**src/rtl/xor_stream_cipher.sv**
```systemverilog
// xor_stream_cipher: framed byte-stream XOR cipher between a UART receiver and sender.
// Request frame : [data_len][data bytes][key_len][key bytes]
// Response frame: [data_len][cipher bytes]
// Optional build macro XOR_CHAIN_EN selects chained mode:
//   cipher[i] = plain[i] ^ key[k] ^ cipher[i-1], with cipher[-1] = 8'h00.
module xor_stream_cipher #(
    parameter int DATA_DEPTH = 100,
    parameter int KEY_DEPTH  = 3,
    parameter int DATA_AW    = 7,
    parameter int KEY_AW     = 2
) (
    input  logic               Clk_100M,
    input  logic               Reset,
    input  logic [7:0]         rx_data,
    input  logic               rx_ready,
    output logic               rx_ack,
    output logic [7:0]         tx_data,
    output logic               tx_send,
    input  logic               tx_busy,
    input  logic [DATA_AW-1:0] view_idx,
    output logic [7:0]         view_plain,
    output logic [7:0]         view_cipher,
    output logic               busy,
    output logic               done,
    output logic               err
);

    typedef enum logic [2:0] {
        S_IDLE,
        S_RX_DATA,
        S_RX_KLEN,
        S_RX_KEY,
        S_CRYPT,
        S_TX_LEN,
        S_TX_DATA
    } state_t;

    // Per-byte transmit handshake: arm the strobe, see the sender go busy, see it finish.
    typedef enum logic [1:0] {
        TX_ARM,
        TX_WAIT_HI,
        TX_WAIT_LO
    } txph_t;

    logic [7:0]         r_plain  [DATA_DEPTH];
    logic [7:0]         r_cipher [DATA_DEPTH];
    logic [7:0]         r_key    [KEY_DEPTH];

    state_t             r_state;
    txph_t              r_tx_ph;
    logic [DATA_AW-1:0] r_data_cnt;
    logic [KEY_AW-1:0]  r_key_cnt;
    logic [7:0]         r_data_len;
    logic [7:0]         r_key_len;
    logic               r_rx_ack;
    logic               r_tx_send;
    logic [7:0]         r_tx_data;
    logic               r_done;
    logic               r_err;
`ifdef XOR_CHAIN_EN
    logic [7:0]         r_chain;
`endif

    logic               w_take;
    logic               w_data_last;
    logic               w_key_last;
    logic [7:0]         w_cipher_byte;

    // A byte is consumed only on the first cycle of a ready pulse.
    assign w_take      = rx_ready & ~r_rx_ack;
    assign w_data_last = (8'(r_data_cnt) == (r_data_len - 8'd1));
    assign w_key_last  = (8'(r_key_cnt) == (r_key_len - 8'd1));

`ifdef XOR_CHAIN_EN
    assign w_cipher_byte = r_plain[r_data_cnt] ^ r_key[r_key_cnt] ^ r_chain;
`else
    assign w_cipher_byte = r_plain[r_data_cnt] ^ r_key[r_key_cnt];
`endif

    // Buffer storage: no reset, contents survive Reset by design.
    always_ff @(posedge Clk_100M) begin
        if (r_state == S_RX_DATA && w_take) begin
            r_plain[r_data_cnt] <= rx_data;
        end
        if (r_state == S_RX_KEY && w_take) begin
            r_key[r_key_cnt] <= rx_data;
        end
        if (r_state == S_CRYPT) begin
            r_cipher[r_data_cnt] <= w_cipher_byte;
        end
`ifdef XOR_CHAIN_EN
        if (r_state == S_RX_KEY && w_take && w_key_last) begin
            r_chain <= 8'h00;
        end else if (r_state == S_CRYPT) begin
            r_chain <= w_cipher_byte;
        end
`endif
    end

    // Frame FSM with rx handshake, counters and registered outputs.
    always_ff @(posedge Clk_100M) begin
        if (Reset) begin
            r_state    <= S_IDLE;
            r_tx_ph    <= TX_ARM;
            r_data_cnt <= '0;
            r_key_cnt  <= '0;
            r_data_len <= 8'd0;
            r_key_len  <= 8'd0;
            r_rx_ack   <= 1'b0;
            r_tx_send  <= 1'b0;
            r_tx_data  <= 8'd0;
            r_done     <= 1'b0;
            r_err      <= 1'b0;
        end else begin
            r_tx_send <= 1'b0;
            r_done    <= 1'b0;

            if (w_take) begin
                r_rx_ack <= 1'b1;
            end else if (r_rx_ack && !rx_ready) begin
                r_rx_ack <= 1'b0;
            end

            case (r_state)
                S_IDLE: begin
                    if (w_take) begin
                        if (rx_data == 8'd0 || rx_data > 8'(DATA_DEPTH)) begin
                            r_err <= 1'b1;
                        end else begin
                            r_err      <= 1'b0;
                            r_data_len <= rx_data;
                            r_data_cnt <= '0;
                            r_state    <= S_RX_DATA;
                        end
                    end
                end
                S_RX_DATA: begin
                    if (w_take) begin
                        if (w_data_last) begin
                            r_data_cnt <= '0;
                            r_state    <= S_RX_KLEN;
                        end else begin
                            r_data_cnt <= r_data_cnt + DATA_AW'(1);
                        end
                    end
                end
                S_RX_KLEN: begin
                    if (w_take) begin
                        if (rx_data == 8'd0 || rx_data > 8'(KEY_DEPTH)) begin
                            r_err   <= 1'b1;
                            r_state <= S_IDLE;
                        end else begin
                            r_key_len <= rx_data;
                            r_key_cnt <= '0;
                            r_state   <= S_RX_KEY;
                        end
                    end
                end
                S_RX_KEY: begin
                    if (w_take) begin
                        if (w_key_last) begin
                            r_key_cnt  <= '0;
                            r_data_cnt <= '0;
                            r_state    <= S_CRYPT;
                        end else begin
                            r_key_cnt <= r_key_cnt + KEY_AW'(1);
                        end
                    end
                end
                S_CRYPT: begin
                    if (w_take) begin
                        r_err <= 1'b1;
                    end
                    r_key_cnt <= w_key_last ? '0 : r_key_cnt + KEY_AW'(1);
                    if (w_data_last) begin
                        r_data_cnt <= '0;
                        r_tx_ph    <= TX_ARM;
                        r_state    <= S_TX_LEN;
                    end else begin
                        r_data_cnt <= r_data_cnt + DATA_AW'(1);
                    end
                end
                S_TX_LEN, S_TX_DATA: begin
                    if (w_take) begin
                        r_err <= 1'b1;
                    end
                    case (r_tx_ph)
                        TX_ARM: begin
                            if (!tx_busy) begin
                                r_tx_send <= 1'b1;
                                r_tx_data <= (r_state == S_TX_LEN) ? r_data_len
                                                                   : r_cipher[r_data_cnt];
                                r_tx_ph   <= TX_WAIT_HI;
                            end
                        end
                        TX_WAIT_HI: begin
                            if (tx_busy) begin
                                r_tx_ph <= TX_WAIT_LO;
                            end
                        end
                        TX_WAIT_LO: begin
                            if (!tx_busy) begin
                                r_tx_ph <= TX_ARM;
                                if (r_state == S_TX_LEN) begin
                                    r_state <= S_TX_DATA;
                                end else if (w_data_last) begin
                                    r_done  <= 1'b1;
                                    r_state <= S_IDLE;
                                end else begin
                                    r_data_cnt <= r_data_cnt + DATA_AW'(1);
                                end
                            end
                        end
                        default: r_tx_ph <= TX_ARM;
                    endcase
                end
                default: r_state <= S_IDLE;
            endcase
        end
    end

    // Debug view: indices outside the current frame read as zero.
    always_comb begin
        view_plain  = 8'd0;
        view_cipher = 8'd0;
        if (8'(view_idx) < r_data_len) begin
            view_plain  = r_plain[view_idx];
            view_cipher = r_cipher[view_idx];
        end
    end

    assign rx_ack  = r_rx_ack;
    assign tx_data = r_tx_data;
    assign tx_send = r_tx_send;
    assign busy    = (r_state != S_IDLE);
    assign done    = r_done;
    assign err     = r_err;

endmodule

```
**config.mk**
```make
export PLATFORM = sky130hd
export DESIGN_NAME = xor_stream_cipher
export DESIGN_NICKNAME = d
export VERILOG_FILES = /design/src/rtl/xor_stream_cipher.sv
export SDC_FILE = /design/constraint.sdc
export NUM_CORES = 2
export LEC_CHECK = 0
export CORE_MARGIN = 2
export CORE_UTILIZATION = 59
export DETAILED_ROUTE_END_ITERATION = 7
export MAX_ROUTING_LAYER = met4
export PLACE_DENSITY = 0.75
export SYNTH_ARGS = -nofsm -noshare
export SYNTH_HDL_FRONTEND = slang
export SYNTH_SLANG_ARGS = --single-unit
export TNS_END_PERCENT = 1
```
**constraint.sdc**
```tcl
create_clock -name Clk_100M -period 14.6 [get_ports Clk_100M]
set_input_delay 3.65 -clock Clk_100M [delete_from_list [all_inputs] [get_ports Clk_100M]]
set_output_delay 3.65 -clock Clk_100M [all_outputs]
set_load 0.01 [all_outputs]
```
==> metrics.yaml <==
layout:
  final_common_cell: "edfxtp_1"
  nets: 4061
  final_layout_size_suffix_gt1_share_pct: 31.35
  final_util_pct: 65.27
  syn2layout_area_growth_pct: 9.629
  final_cell_mix: "1624 x edfxtp_1, 892 x mux4_2, 297 x nor2_1"
worst_setup_path:
  slowest_delay_ns: 0.76
  critPathCaptureType: "primary output"
  worstPathRequired_ns: 10.95
  rr_endpoint: "r_cipher[73][2]$_DFFE_PP_"
  cpMaxStageDelayCell: "buf_4"
  crit_buf_inv: 3
  path_cells: "buf_8 -> buf_4 -> mux4_2 -> mux4_2 -> a22oi_1 -> nand2_1 -> a22o_1 -> clkdlybuf4s50_1"
  arrival_ns: 7.81
  critPathTopFamily: "buffers and inverters"
  reg2reg_slack_ns: 8.67
  reg2reg_depth: 10
  path_class: "primary input to primary output"
  worst_setup_path_start_kind: "primary input"
  crit_top_cell: "mux4_2"
  worst-path-max-fanout: 55
routing:
  num_vias: 44453
  routedWlPerCell_um: 37.20
  finalWirelength_um: 220700
  firstDrtPassIters: 6
  drt_iter0_drc: 7112
  drc: 0
  routed_via_density: 7.494
  ant_nets: 0
logic_synthesis:
  avgSynthCellArea_um2: 19.46
  syn_area_um2: 78360
  syn-instance-count: 4026
  dominantRegCellSynth: "edfxtp_1"
  yosysWarnings: 0
  synth_nets: 4058
  synth_enable_flop_cells: 1624
  synth_cell_type_count: 75
  async_flop_share_pct: 0
  ys_seq_elements: 1675
  yosysSeqAreaShare_pct: 63.53
clocking:
  cts_inserted_buffers: 170
  clockRootBuffer: "clkbuf_16"
  clock-sinks: 1675
  cts_buffer_depth: 3
  cts_setup_buffers: 0
  post_cts_resized: 0
  cts_hold_buf: 0
  clk_latency_ns: 0.85
  h-tree-depth: 4
  cts_tree: "yes"
  clkSlewWorstSetupHoldPaths_ns: 0.06
sta:
  worst_slew_pin_slew_ns: 1.451
  finalCritPeriodShare_pct: 78.47
  max_freq_ghz: 0.08729
  hold_viol: 0
  period_needed_ns: 11.46
  rsz0062_at_grt: "false"
  clock_skew_ns: 0.06390
  whs_ns: 0.4878
  setup_viol_count_final: 0
  fin_tns_setup_ns: 0
  slew_violations: 0
  slew-limit-headroom_pct: 3.018
pwr:
  power.density_nw_per_um2: 120.8
  ir_drop_v: 0.0001355
  p_leak_nw: 25.65
die:
  dieArea_um2: 135800
  die_w_um: 368.4
  fp-row-count: 133
  core_area_um2: 131600
  die_h_um: 368.4
  num_io_pins: 48
  initial_core_util_pct: 59.53
min_path:
  hold-path-endpoint: "r_key_len[4]$_SDFFE_PP0P_"
  hp-class: "flop to flop"
  hold_start: "r_key_len[4]$_SDFFE_PP0P_"
  holdPathStages: 1
placed_design:
  hpwl_um: 138400
  port_buffers: 47
  place.gp.congestion: 0.9012
grt:
  antenna_found_initial: 10
  grt.total_usage_pct: 34.06
  gr-total-overflow: 0
  grt_pass1_wl_um: 316500
  grt_max_degree: 139
  grt_pass1_vias: 43968
flow_run:
  cap_violations: 0
status:
  outcome: "complete, no violations"
-- how the worst max path moves through the flow --
stage	from	to	slack, ns	cells after the start
6_report	view_idx[0]	view_cipher[5]	3.14	8
5_1_grt	view_idx[0]	view_cipher[5]	2.98	8
4_1_cts	view_idx[0]	view_cipher[5]	3.24	8
3_5_place_dp	view_idx[0]	view_cipher[5]	3.24	8
3_3_place_gp	view_idx[0]	view_cipher[5]	3.23	8
2_1_floorplan	view_idx[0]	view_plain[6]	5.16	8
-- stage by stage --
stage,setup slack (ns),cells,power (mW),area (um^2)
3_3_place_gp,3.231,5612,6.225,80500
6_report,3.143,5932,10.38,85910
2_1_floorplan,5.160,4026,5.978,78360
5_1_grt,2.985,5929,10.62,85900
3_5_place_dp,3.240,5612,6.233,80500
4_1_cts,3.239,5924,10.39,85890
-- routing by layer --
layer  up-vias  part of all wire, %  GRT usage (%)  routed length, um
met4         0                  5.3          15.24              11640
met5         -                    0              -                  0
met1     23197                   35          45.56              77290
met3       593                   13          8.562              28070
met2      3368                   47          50.29             103700
li1      17295                    -              -                  -
-- logic make-up (layout without fill, tap and decap cells) --
logic type	count (synthesis)	in the layout	synth area share, %
other	0	8	0
and+or+nand+nor	598	598	3.468
buffers and inverters	340	483	2.074
muxes	1003	1003	27.10
xor gates and xnor gates	20	20	0.2235
DFF	1675	1675	63.53
AOI/OAI and AO/OA	377	377	3.393
adders and majority gates	13	13	0.2076
-- worst register-to-register path: cells and delay by family (launching register included) --
| kind | cells | cell delay, ns |
|---|---|---|
| flops | 1 | 0.56 |
| mux | 2 | 0.87 |
| xor+xnor | 1 | 0.80 |
| buf+inv | 4 | 2.72 |
| compound gates | 2 | 0.42 |
| simple gates | 1 | 0.12 |
-- registers in the layout, summed over array words and instances, names as in the netlist, named ones only --
register,flops
r_key,24
r_data_cnt,7
r_key_cnt,2
r_key_len,8
rx_ack,1
r_data_len,8
err,1
tx_data,8
done,1
r_state,3
r_cipher,800
r_tx_ph,2
r_plain,800
tx_send,1
-- power breakdown --
part	switching, mW	internal [mW]	total (mW)
Combinational	0.467	0.345	0.812
Clock	1.89	2.35	4.24
Sequential	0.0162	5.31	5.33
-- synthesized netlist by cell type (9+ instances only) --
cell type | n | area (um^2)
a21oi_1 | 51 | 255.2
dfxtp_1 | 51 | 1021
buf_1 | 26 | 97.59
a22o_1 | 34 | 297.8
a31oi_1 | 10 | 62.56
mux2_2 | 29 | 326.6
nor4_1 | 15 | 93.84
buf_6 | 17 | 191.4
a21o_1 | 9 | 67.56
nand3_1 | 28 | 140.1
xnor2_1 | 15 | 131.4
a22oi_1 | 48 | 360.4
buf_4 | 22 | 165.2
inv_1 | 18 | 67.56
buf_2 | 102 | 510.5
o21ai_0 | 48 | 240.2
nand2b_1 | 23 | 143.9
o22ai_1 | 43 | 269.0
nor3_1 | 25 | 125.1
mux2i_1 | 82 | 820.8
nand2_1 | 104 | 390.4
nor2b_1 | 51 | 319.1
and2_1 | 17 | 106.4
ha_1 | 13 | 162.7
o21ai_1 | 17 | 85.08
o211ai_1 | 14 | 105.1
clkbuf_1 | 152 | 570.6
nor2_1 | 298 | 1119
edfxtp_1 | 1624 | 48770
a221oi_1 | 15 | 131.4
mux4_2 | 892 | 20090
a211oi_1 | 28 | 210.2
-- area by class of cell --
type | count | area (um^2)
fill | 8515 | 45720
timing repair buffer | 151 | 1388
sequential | 1675 | 49810
antenna | 8 | 20.02
tap | 1755 | 2196
clock inverter | 100 | 914.6
multi-input combinational | 2011 | 27030
clock buffer | 212 | 4473
inverter | 20 | 75.07
Power figures use the tool's default switching activity.
